$ cat config.mk
export PLATFORM = sky130hd
export DESIGN_NAME = half_subtractor
export DESIGN_NICKNAME = d
export VERILOG_FILES = /design/src/rtl/half_subtractor.sv
export SDC_FILE = /design/constraint.sdc
export NUM_CORES = 1
export LEC_CHECK = 0
export CELL_PAD_IN_SITES_DETAIL_PLACEMENT = 1
export CELL_PAD_IN_SITES_GLOBAL_PLACEMENT = 1
export CORE_AREA = 2 2 39 41
export CTS_CLUSTER_SIZE = 25
export DETAILED_ROUTE_END_ITERATION = 8
export DIE_AREA = 0 0 41 43
export DONT_BUFFER_PORTS = 1
export PLACE_DENSITY_LB_ADDON = 0.2
export SLEW_MARGIN = 5
export SYNTH_ARGS = -nofsm -noshare
export SYNTH_HDL_FRONTEND = slang
export SYNTH_SLANG_ARGS = --single-unit
export TNS_END_PERCENT = 30
$ cat constraint.sdc
create_clock -name clk -period 3.6 [get_ports clk]
set_clock_uncertainty 0.1 [all_clocks]
set_input_delay 0.36 -clock clk [delete_from_list [all_inputs] [get_ports clk]]
set_output_delay 0.36 -clock clk [all_outputs]
set_load 0.1 [all_outputs]
$ cat src/rtl/half_subtractor.sv
// rtl/half_subtractor.sv - bitwise half subtractor with registered, valid-qualified copy and saturating borrow counter
//
// Ports:
//   clk          rising-edge clock for the registered outputs
//   rst_n        asynchronous active-low reset of all registered state
//   a, b         minuend / subtrahend lanes (WIDTH independent lanes)
//   in_valid     qualifies a/b for the registered path and the counter
//   clr_cnt      synchronous clear of borrow_cnt, wins over increment
//   diff         combinational a ^ b
//   borrow       combinational ~a & b
//   diff_q       registered diff of the last accepted operands
//   borrow_q     registered borrow of the last accepted operands
//   valid_q      one-cycle pulse after each accepted input
//   borrow_any_q registered OR of borrow for the last accepted operands
//   borrow_cnt   saturating count of accepted cycles with any borrow lane set

module half_subtractor #(
    parameter int WIDTH = 1,
    parameter int CNT_W = 8
) (
    input  logic             clk,
    input  logic             rst_n,
    input  logic [WIDTH-1:0] a,
    input  logic [WIDTH-1:0] b,
    input  logic             in_valid,
    input  logic             clr_cnt,
    output logic [WIDTH-1:0] diff,
    output logic [WIDTH-1:0] borrow,
    output logic [WIDTH-1:0] diff_q,
    output logic [WIDTH-1:0] borrow_q,
    output logic             valid_q,
    output logic             borrow_any_q,
    output logic [CNT_W-1:0] borrow_cnt
);

    localparam logic [CNT_W-1:0] CNT_MAX = '1;

    logic             borrow_any;
    logic [WIDTH-1:0] diff_d;
    logic [WIDTH-1:0] borrow_d;
    logic             valid_d;
    logic             borrow_any_d;
    logic [CNT_W-1:0] cnt_d;
    logic [CNT_W-1:0] cnt_q;

    // Each lane is an independent half subtractor; no borrow ripples between lanes.
    assign diff       = a ^ b;
    assign borrow     = ~a & b;
    assign borrow_any = |borrow;
    assign borrow_cnt = cnt_q;

    always_comb begin
        diff_d       = diff_q;
        borrow_d     = borrow_q;
        borrow_any_d = borrow_any_q;
        valid_d      = in_valid;
        cnt_d        = cnt_q;

        if (in_valid) begin
            diff_d       = diff;
            borrow_d     = borrow;
            borrow_any_d = borrow_any;
        end

        // Clear beats increment; the counter sticks at all-ones instead of wrapping.
        if (clr_cnt) begin
            cnt_d = '0;
        end else if (in_valid && borrow_any && (cnt_q != CNT_MAX)) begin
            cnt_d = cnt_q + CNT_W'(1);
        end
    end

    always_ff @(posedge clk or negedge rst_n) begin
        if (!rst_n) begin
            diff_q       <= '0;
            borrow_q     <= '0;
            valid_q      <= 1'b0;
            borrow_any_q <= 1'b0;
            cnt_q        <= '0;
        end else begin
            diff_q       <= diff_d;
            borrow_q     <= borrow_d;
            valid_q      <= valid_d;
            borrow_any_q <= borrow_any_d;
            cnt_q        <= cnt_d;
        end
    end

endmodule

==> results of run 1 <==
## sequential cells by signal, indices dropped and copies added, names as in the netlist
name and cells:
borrow_cnt 8, diff_q 1, borrow_any_q 1, valid_q 1
## worst min path at each step
stage                                to  cells past startpoint
after global routing      borrow_cnt[0]                      1
final                     borrow_cnt[0]                      1
after floorplan            borrow_any_q                      0
after CTS                       valid_q                      0
after detailed placement  borrow_cnt[6]                      0
after global placement    borrow_cnt[6]                      0
## Yosys cell counts (2+ instances only)
cell type / instances / area share (%)
nor2_1: 7 / 4.8
a31oi_1: 2 / 2.3
ha_1: 2 / 4.5
nand2_1: 4 / 2.7
nand3_1: 2 / 1.8
dfrtp_1: 11 / 50
o21ai_0: 2 / 1.8
a21oi_1: 4 / 3.6
nor3_1: 4 / 3.6
nand4_1: 2 / 2.3
inv_1: 4 / 2.7
mux2_2: 2 / 4.1
## metrics by stage
step	setup slack [ps]	utilization, %	instances	hold slack, ps
detailed placement	1400	44.5	79	-35.3
global route	1220	47.8	85	27.0
CTS	1380	47.1	84	4.41
finish	1390	47.8	85	39.0
global placement	1440	44.5	79	-35.3
floorplan	1310	-	58	-35.6
## critical path: cells and delay by family (launching register included)
kind,cells,cell delay [ps]
AND/OR/NAND/NOR,2,340
AO/OA/AOI/OAI,1,410
flip-flops,1,1020
multiplexers,1,230
## power by group through the flow
stage | Combinational (mW) | Clock (mW) | Sequential, mW
finish | 0.0350 | 0.0862 | 0.161
global route | 0.0378 | 0.0947 | 0.162
CTS | 0.0347 | 0.0889 | 0.161
detailed placement | 0.0313 | 0 | 0.164
global placement | 0.0310 | 0 | 0.164
floorplan | 0.0313 | 0 | 0.162
## layout make-up
type / count / area (µm²)
tap: 16 / 20.0
inverter: 4 / 15.0
fill: 173 / 722
clock buffer: 4 / 26.3
timing repair buffer: 9 / 72.6
multi-input combinational: 41 / 251
sequential: 11 / 277
## placed cells by master, fill, tap and decap left out, drive strengths merged, types with 2 or more instances in the layout
cell type    instances
nand3                2
nor2                 7
nor3                 4
a31oi                2
o21ai                2
a21oi                4
dlygate4sd3          2
inv                  4
mux2                 2
nand2                5
buf                  7
dfrtp               11
nand4                2
ha                   2
clkbuf               4
## per-layer routing
layer,part of all wire [%],global-route usage (%)
met4,3.6,14.0
met1,44,25.8
met5,0,0
met3,7.2,6.81
met2,45,24.7
## logic make-up (layout without fill, tap and decap cells)
group           count (synthesis)  in the layout  share of synthesized area [%]
compound gates                 10             10                           10.4
xor+xnor                        1              1                           1.58
buf+inv                         6             17                           4.75
flops                          11             11                           49.8
mux                             3              3                           5.88
fa+ha+maj                       2              2                           4.52
simple gates                   25             25                           23.1
==> reports/results.tsv, run 1 <==
stage	metric	value	unit
critical_path	Worst Path Max Fanout	7	
power_and_ir_drop	clock power share	30.5	%
route	DR vias	470	
power_and_ir_drop	maximum vdd drop	277	µV
global_route	global route total overflow	0	
cts	Resized cells post-CTS	0	
route	# DRC	0	
placed_design	I/O Buffers	0	
flow_run	Max Cap Violations	0	
timing	final period utilization	61.4	%
timing	maximum achievable frequency	452	MHz
global_route	vias in the first global route	507	
timing	max-slew violation count	0	
cts	Clock Path Buffers	2	
route	DRT Pass-1 Iters	4	
power_and_ir_drop	leak pwr	0.299	nW
placed_design	Placed Area	616	µm²
timing	Period minus WS final	2210	ps
placed_design	DPL Wire Length	921	µm
hold_path	Worst Hold Class	input pin to flop	
route	final wirelength	1270	µm
route	WL per Instance	15.0	µm
power_and_ir_drop	Int Power	0.178	mW
cts	Root Buffer	clkbuf_4	
hold_path	worst hold path startpoint	clr_cnt	
cts	CTS Sinks	11	
layout	layout cells sized above 1	21.7	%
layout	Layout Nets	78	
power_and_ir_drop	Psw	0.104	mW
critical_path	Slowest cell on crit path	dfrtp_1	
floorplan	IO Count	20	
layout	ANT cells	0	
power_and_ir_drop	post-layout power	0.283	mW
logic_synthesis	EDFF count, synth	0	
cts	Clk Latency, worst-skew pair	270	ps
logic_synthesis	Yosys cell types	24	
layout	cell area after layout	662	µm²
floorplan	die height	43	µm
critical_path	Critical Path RT	3670	ps
logic_synthesis	synthesized flop and latch total	11	
logic_synthesis	syn nets	66	
power_and_ir_drop	Sw Share	36.9	%
logic_synthesis	Cell Area, Synth	553	µm²
floorplan	Chip Width	41	µm
critical_path	CP cell instances	nand4_1 -> o21ai_0 -> mux2i_1 -> nor2_1	
timing	Final Hold Vio Count	0	
power_and_ir_drop	Sequential Power Share	57.1	%
critical_path	CP max stage delay	1020	ps
global_route	initial antenna violation count	0	
route	initial DRC count	8	
placed_design	routability congestion estimate	0.724	
critical_path	Reg-to-Reg End	borrow_cnt[1]	
timing	Final setup viols	0	
power_and_ir_drop	power per cell area	427	nW/µm²
global_route	first-pass GRT wire length	2210	µm
logic_synthesis	sequential area share after synthesis	49.8	%
floorplan	Site Rows	14	
global_route	largest net degree at the start of global routing	12	
status	outcome	completed	
timing	RSZ-0062 raised after global routing	no	
timing	slew margin rel.	32.1	%
critical_path	Worst Setup EP	borrow_cnt[1]	
critical_path	R2R setup slack	1390	ps
global_route	gr usage total	19.4	%
floorplan	Die ar.	1760	µm²
timing	Worst-Margin Slew	1020	ps
critical_path	Startpoint Class	flop	
critical_path	FF-to-FF path depth	4	
logic_synthesis	Post-synth ARST share	100	%
logic_synthesis	Synth Instances	58	
critical_path	Crit path arrival time	2280	ps
logic_synthesis	synth warn	0	
logic_synthesis	Avg Cell Area, Syn	9.54	µm²
cts	Post-CTS Setup Bufs	0	
critical_path	origin of the worst setup path	borrow_cnt[3]	
critical_path	crit path capture type	flop	
power_and_ir_drop	Gate power share	12.4	%
cts	H-tree depth	1	
route	remaining antenna violation count	0	
floorplan	Starting Density	40.0	%
cts	CTS clock-pin slew for the worst setup and hold paths	70	ps
floorplan	Core Area	1380	µm²
logic_synthesis	top_reg_cell synth	dfrtp_1	
cts	Post-CTS Hold Buffers	1	
cts	CTS tree	yes	
cts	Num CTS Buffers	3	
critical_path	RR Startpoint	borrow_cnt[3]	
route	Via-to-Cell Ratio	5.53	
timing	TNS Setup	0	ps
critical_path	CP Class	flop to flop	
layout	P&R area growth vs syn	19.7	%
No activity file was read; power rests on OpenSTA's default activity.
==> run 2, diff against run 1 <==
--- a/config.mk
+++ b/config.mk
@@ -7,10 +7,10 @@
 export LEC_CHECK = 0
 export CELL_PAD_IN_SITES_DETAIL_PLACEMENT = 1
 export CELL_PAD_IN_SITES_GLOBAL_PLACEMENT = 1
-export CORE_AREA = 2 2 39 41
+export CORE_MARGIN = 2
+export CORE_UTILIZATION = 38
 export CTS_CLUSTER_SIZE = 25
 export DETAILED_ROUTE_END_ITERATION = 8
-export DIE_AREA = 0 0 41 43
 export DONT_BUFFER_PORTS = 1
 export PLACE_DENSITY_LB_ADDON = 0.2
 export SLEW_MARGIN = 5
==> constraint.sdc (replaced) <==
create_clock -name clk -period 1.8 [get_ports clk]
set_clock_uncertainty 0.1 [all_clocks]
set_input_delay 0.18 -clock clk [delete_from_list [all_inputs] [get_ports clk]]
set_output_delay 0.18 -clock clk [all_outputs]
set_load 0.1 [all_outputs]
==> reports/results.tsv, run 2 (synthesized netlist as in run 1, its figures left out) <==
stage	metric	value	unit	change
timing	worst hold margin	169	ps	was 39.0 ps
floorplan	IO Count	20		unchanged
route	Via-to-Cell Ratio	5.60		was 5.53
cts	H-tree depth	1		unchanged
global_route	initial antenna violation count	0		unchanged
power_and_ir_drop	leak pwr	0.318	nW	was 0.299 nW
critical_path	Worst Path Max Fanout	4		was 7
critical_path	Startpoint Class	flop		unchanged
route	WL per Instance	16.4	µm	was 15.0 µm
layout	Largest register FFs	8		unchanged
timing	slew margin rel.	63.9	%	was 32.1%
timing	final period utilization	94.7	%	was 61.4%
global_route	first-pass GRT wire length	2460	µm	was 2210 µm
placed_design	I/O Buffers	0		unchanged
global_route	largest net degree at the start of global routing	12		unchanged
placed_design	DPL Wire Length	1090	µm	was 921 µm
cts	Post-CTS Setup Bufs	0		unchanged
critical_path	Critical Path RT	1900	ps	was 3670 ps
floorplan	Die ar.	1780	µm²	was 1760 µm²
floorplan	Starting Density	41.5	%	was 40.0%
power_and_ir_drop	maximum vdd drop	443	µV	was 277 µV
route	final wirelength	1490	µm	was 1270 µm
power_and_ir_drop	post-layout power	0.586	mW	was 0.283 mW
cts	Clk Latency, worst-skew pair	270	ps	about the same
timing	RSZ-0062 raised after global routing	no		unchanged
timing	fin worst setup slack	94.7	ps	was 1390 ps
floorplan	Site Rows	13		was 14
timing	max-slew violation count	0		unchanged
layout	leading cell types in the layout, fill and taps excluded	buf_4 (13), nor2_1 (7), dfrtp_2 (7)		was dfrtp_1 (10), nor2_1 (7), buf_4 (7)
timing	Final Hold Vio Count	0		unchanged
critical_path	crit path capture type	flop		unchanged
timing	Worst-Margin Slew	540	ps	was 1020 ps
status	outcome	completed		unchanged
cts	Clock Path Buffers	2		unchanged
power_and_ir_drop	power per cell area	800	nW/µm²	was 427 nW/µm²
placed_design	routability congestion estimate	0.784		was 0.724
layout	commonest non-fill, non-tap cell in the layout	buf_4		was dfrtp_1
floorplan	Core Area	1330	µm²	was 1380 µm²
cts	CTS clock-pin slew for the worst setup and hold paths	70	ps	about the same
cts	CTS tree	yes		unchanged
cts	Num CTS Buffers	3		unchanged
timing	maximum achievable frequency	586	MHz	was 452 MHz
layout	cell area after layout	733	µm²	was 662 µm²
layout	sequential cell area	292	µm²	was 277 µm²
layout	Filler cells	157		was 173
critical_path	CP Class	flop to flop		unchanged
route	DRT Pass-1 Iters	3		was 4
route	# DRC	0		unchanged
route	DR vias	510		was 470
route	initial DRC count	5		was 8
global_route	global route total overflow	0		unchanged
flow_run	Max Cap Violations	0		unchanged
cts	Root Buffer	clkbuf_4		unchanged
global_route	vias in the first global route	552		was 507
hold_path	Worst Hold Class	input pin to flop		unchanged
layout	ANT cells	0		unchanged
global_route	gr usage total	18.9	%	was 19.4%
critical_path	Crit path arrival time	1800	ps	was 2280 ps
timing	Final setup viols	0		unchanged
layout	multi-input logic area	254	µm²	was 251 µm²
floorplan	Chip Width	42.2	µm	was 41 µm
cts	CTS Sinks	11		unchanged
route	remaining antenna violation count	0		unchanged
layout	P&R area growth vs syn	32.6	%	was 19.7%
timing	Period minus WS final	1710	ps	was 2210 ps
layout	layout cells sized above 1	39.5	%	was 21.7%
floorplan	die height	42.2	µm	was 43 µm
placed_design	Placed Area	677	µm²	was 616 µm²
timing	TNS Setup	0	ps	unchanged
placed_design	DP Worst Slack	110	ps	was 1400 ps
layout	Layout Nets	85		was 78
==> run 2: report_power, final <==
group          internal, mW  switching (mW)
Combinational        0.0299           0.126
Sequential            0.256         0.00412
Clock                0.0860          0.0837
==> run 2: layout make-up <==
| type | instances | share of cell area [%] |
|---|---|---|
| clock buffers | 4 | 3.58 |
| inverters | 4 | 2.05 |
| multi-input cells | 41 | 34.6 |
| flip-flops and latches | 11 | 39.8 |
| well taps | 15 | 2.56 |
| repair buffers | 16 | 17.4 |
==> run 2: critical path, cell delays in order, from the launching register on <==
cell and delay (ps):
dfrtp_4 480, ha_1 240, nand3_1 110, nor2_1 80, or4_1 470, a21oi_1 150
==> run 2: repair_timing <==
action | in CTS | in global routing
hold buffers | 3 | 0
hold endpoints to repair | 22 | 0
resized for setup | 0 | 0
==> run 2: path summary, 6_finish.rpt <==
| kind | endpoint | depth (start not counted) | from | slack, ps |
|---|---|---|---|---|
| worst max-delay path | borrow_cnt[5] | 5 | borrow_cnt[0] | 90 |
| worst min-delay path | borrow_cnt[6] | 4 | in_valid | 170 |
| worst max register to register | borrow_cnt[5] | 5 | borrow_cnt[0] | 90 |
| worst min register to register | diff_q | 1 | diff_q | 420 |
| max in group asynchronous | borrow_cnt[1] | 1 | rst_n | 970 |
| min in group asynchronous | borrow_cnt[6] | 1 | rst_n | 220 |
==> run 2: stage by stage <==
step           std cells  util [%]
2_1_floorplan         58         -
3_3_place_gp          84      50.8
3_5_place_dp          84      50.8
4_1_cts               91      55.0
5_1_grt               91      55.0
6_report              91      55.0
==> run 2: metal layers <==
metal | wire, µm | GRT usage [%] | up-vias | part of all wire, %
met2 | 809 | 33.8 | 12 | 54
li1 | - | - | 239 | -
met1 | 580 | 19.8 | 254 | 39
met3 | 72 | 7.33 | 5 | 4.8
met4 | 29 | 7.50 | 0 | 1.9
met5 | 0 | 0 | - | 0
==> run 3, diff against run 2 <==
--- a/config.mk
+++ b/config.mk
@@ -13,6 +13,8 @@
 export DETAILED_ROUTE_END_ITERATION = 8
 export DONT_BUFFER_PORTS = 1
 export PLACE_DENSITY_LB_ADDON = 0.2
+export RECOVER_POWER = 50
+export REMOVE_ABC_BUFFERS = 1
 export SLEW_MARGIN = 5
 export SYNTH_ARGS = -nofsm -noshare
 export SYNTH_HDL_FRONTEND = slang
==> reports/results.tsv, run 3 (synthesized netlist as in run 1, its figures left out) <==
stage	metric	value	unit	change
cts	Clock Path Buffers	2		unchanged
critical_path	FF-to-FF path depth	5		unchanged
timing	Period minus WS final	1590	ps	was 1710 ps
critical_path	Crit path arrival time	1690	ps	was 1800 ps
layout	ANT cells	0		unchanged
floorplan	Site Rows	13		unchanged
global_route	global route total overflow	0		unchanged
global_route	gr usage total	17.7	%	was 18.9%
power_and_ir_drop	Gate power share	26.1	%	was 26.6%
cts	H-tree depth	1		unchanged
critical_path	CP max stage delay	460	ps	was 480 ps
global_route	largest net degree at the start of global routing	12		unchanged
global_route	vias in the first global route	527		was 552
power_and_ir_drop	Sequential Power Share	45.4	%	was 44.4%
layout	Largest register FFs	8		unchanged
layout	Layout Nets	85		unchanged
floorplan	Die ar.	1780	µm²	unchanged
route	# DRC	0		unchanged
floorplan	IO Count	20		unchanged
power_and_ir_drop	clock power share	28.5	%	was 28.9%
global_route	initial antenna violation count	0		unchanged
power_and_ir_drop	Int Power	0.366	mW	was 0.372 mW
critical_path	Critical Path RT	1900	ps	about the same
critical_path	CP top delay family	simple AND/OR/NAND/NOR gates		unchanged
floorplan	Starting Density	41.5	%	unchanged
power_and_ir_drop	Psw	0.206	mW	was 0.214 mW
route	remaining antenna violation count	0		unchanged
layout	cell area after layout	706	µm²	was 733 µm²
power_and_ir_drop	Sw Share	36.0	%	was 36.5%
layout	layout cells sized above 1	27.6	%	was 39.5%
hold_path	Worst Hold Class	input pin to flop		unchanged
timing	Final setup viols	0		unchanged
timing	Worst-Margin Slew	549	ps	was 540 ps
power_and_ir_drop	power per cell area	810	nW/µm²	was 800 nW/µm²
hold_path	hold path cells	3		was 4
cts	CTS Sinks	11		unchanged
power_and_ir_drop	leak pwr	0.331	nW	was 0.318 nW
placed_design	routability congestion estimate	0.781		was 0.784
layout	P&R area growth vs syn	27.6	%	was 32.6%
critical_path	Startpoint Class	flop		unchanged
timing	fin worst setup slack	209	ps	was 94.7 ps
floorplan	Chip Width	42.2	µm	unchanged
cts	CTS tree	yes		unchanged
critical_path	CP cell instances	ha_1 -> nand3_1 -> nor2_1 -> or4_1 -> a21oi_1		unchanged
cts	CTS clock-pin slew for the worst setup and hold paths	70	ps	about the same
critical_path	CP Class	flop to flop		unchanged
cts	Clk Latency, worst-skew pair	270	ps	about the same
timing	RSZ-0062 raised after global routing	no		unchanged
timing	max-slew violation count	0		unchanged
critical_path	total stage count of the critical path	5		unchanged
route	WL per Instance	14.5	µm	was 16.4 µm
floorplan	Core Area	1330	µm²	unchanged
status	outcome	completed		unchanged
cts	Num CTS Buffers	3		unchanged
layout	commonest non-fill, non-tap cell in the layout	dfrtp_1		was buf_4
critical_path	Worst Path Max Fanout	4		unchanged
route	DR vias	499		was 510
critical_path	Buf+Inv Stages, Crit Path	0		unchanged
cts	Root Buffer	clkbuf_4		unchanged
route	DRT Pass-1 Iters	3		unchanged
placed_design	I/O Buffers	0		unchanged
power_and_ir_drop	maximum vdd drop	562	µV	was 443 µV
layout	leading cell types in the layout, fill and taps excluded	dfrtp_1 (10), buf_4 (9), nor2_1 (7)		was buf_4 (13), nor2_1 (7), dfrtp_2 (7)
route	Via-to-Cell Ratio	5.48		was 5.60
floorplan	die height	42.2	µm	unchanged
critical_path	crit path capture type	flop		unchanged
timing	Final Hold Vio Count	0		unchanged
timing	maximum achievable frequency	629	MHz	was 586 MHz
critical_path	Slowest cell on crit path	or4_1		was dfrtp_4
timing	final period utilization	88.4	%	was 94.7%
route	final wirelength	1320	µm	was 1490 µm
timing	slew margin rel.	63.6	%	was 63.9%
route	initial DRC count	2		was 5
layout	Filler cells	154		was 157
global_route	first-pass GRT wire length	2260	µm	was 2460 µm
cts	Resized cells post-CTS	0		unchanged
placed_design	Placed Area	659	µm²	was 677 µm²
placed_design	DPL Wire Length	1030	µm	was 1090 µm
placed_design	DP Worst Slack	207	ps	was 110 ps
flow_run	Max Cap Violations	0		unchanged
run 3: changes by cell type in the layout (fill, tap and decap cells not counted):
cell / change
dfrtp_1: +8
dfrtp_2: -6
buf_4: -4
clkbuf_2: +4
dfrtp_4: -2
ha_1: +1
ha_2: -1
run 3: power groups by stage:
stage / clock, mW / sequential [mW] / combinational, mW
2_1_floorplan: 0 / 0.340 / 0.0425
3_3_place_gp: 0 / 0.264 / 0.140
3_5_place_dp: 0 / 0.264 / 0.142
4_1_cts: 0.173 / 0.260 / 0.155
5_1_grt: 0.184 / 0.260 / 0.155
6_report: 0.163 / 0.259 / 0.149
run 3: layout make-up:
type | count | area, µm² | share of cell area [%]
Timing Repair Buffer | 16 | 118 | 16.7
Multi-Input combinational cell | 41 | 251 | 35.6
Clock buffer | 4 | 26.3 | 3.72
Sequential cell | 11 | 277 | 39.2
Inverter | 4 | 15.0 | 2.13
Tap cell | 15 | 18.8 | 2.66
run 3: stage by stage:
step	utilization [%]	total power [mW]	hold WS, ps	TNS (ps)	std cells
global route	52.9	0.599	204	0	91
detailed placement	49.4	0.406	-215	0	84
finish	52.9	0.571	199	0	91
floorplan	-	0.382	-216	-2070	56
global placement	49.4	0.404	-215	0	84
CTS	53.7	0.588	188	0	91
run 3: timing repair:
| item | in CTS | in global routing |
|---|---|---|
| buffers inserted | 0 | 0 |
| hold buffers | 3 | 0 |
| hold endpoints to repair | 22 | 0 |
run 3: worst reg2reg max path: stages, from the launching register on:
cell     delay [ps]
dfrtp_1         390
ha_1            250
nand3_1         110
nor2_1           70
or4_1           460
a21oi_1         140
run 3: worst paths after layout:
path                                  to     startpoint  slack (ps)
max in group asynchronous   borrow_any_q          rst_n        1000
min in group asynchronous  borrow_cnt[4]          rst_n         220
min                        borrow_cnt[7]       in_valid         200
min reg2reg                       diff_q         diff_q         410
max reg2reg                borrow_cnt[5]  borrow_cnt[0]         210
max                        borrow_cnt[5]  borrow_cnt[0]         210
run 3: metal layers:
metal	GRT usage [%]	wire [µm]	up-vias
met2	31.9	680	13
met3	9.05	100	2
met5	0	0	-
li1	-	-	238
met1	17.5	531	246
met4	5.63	9	0
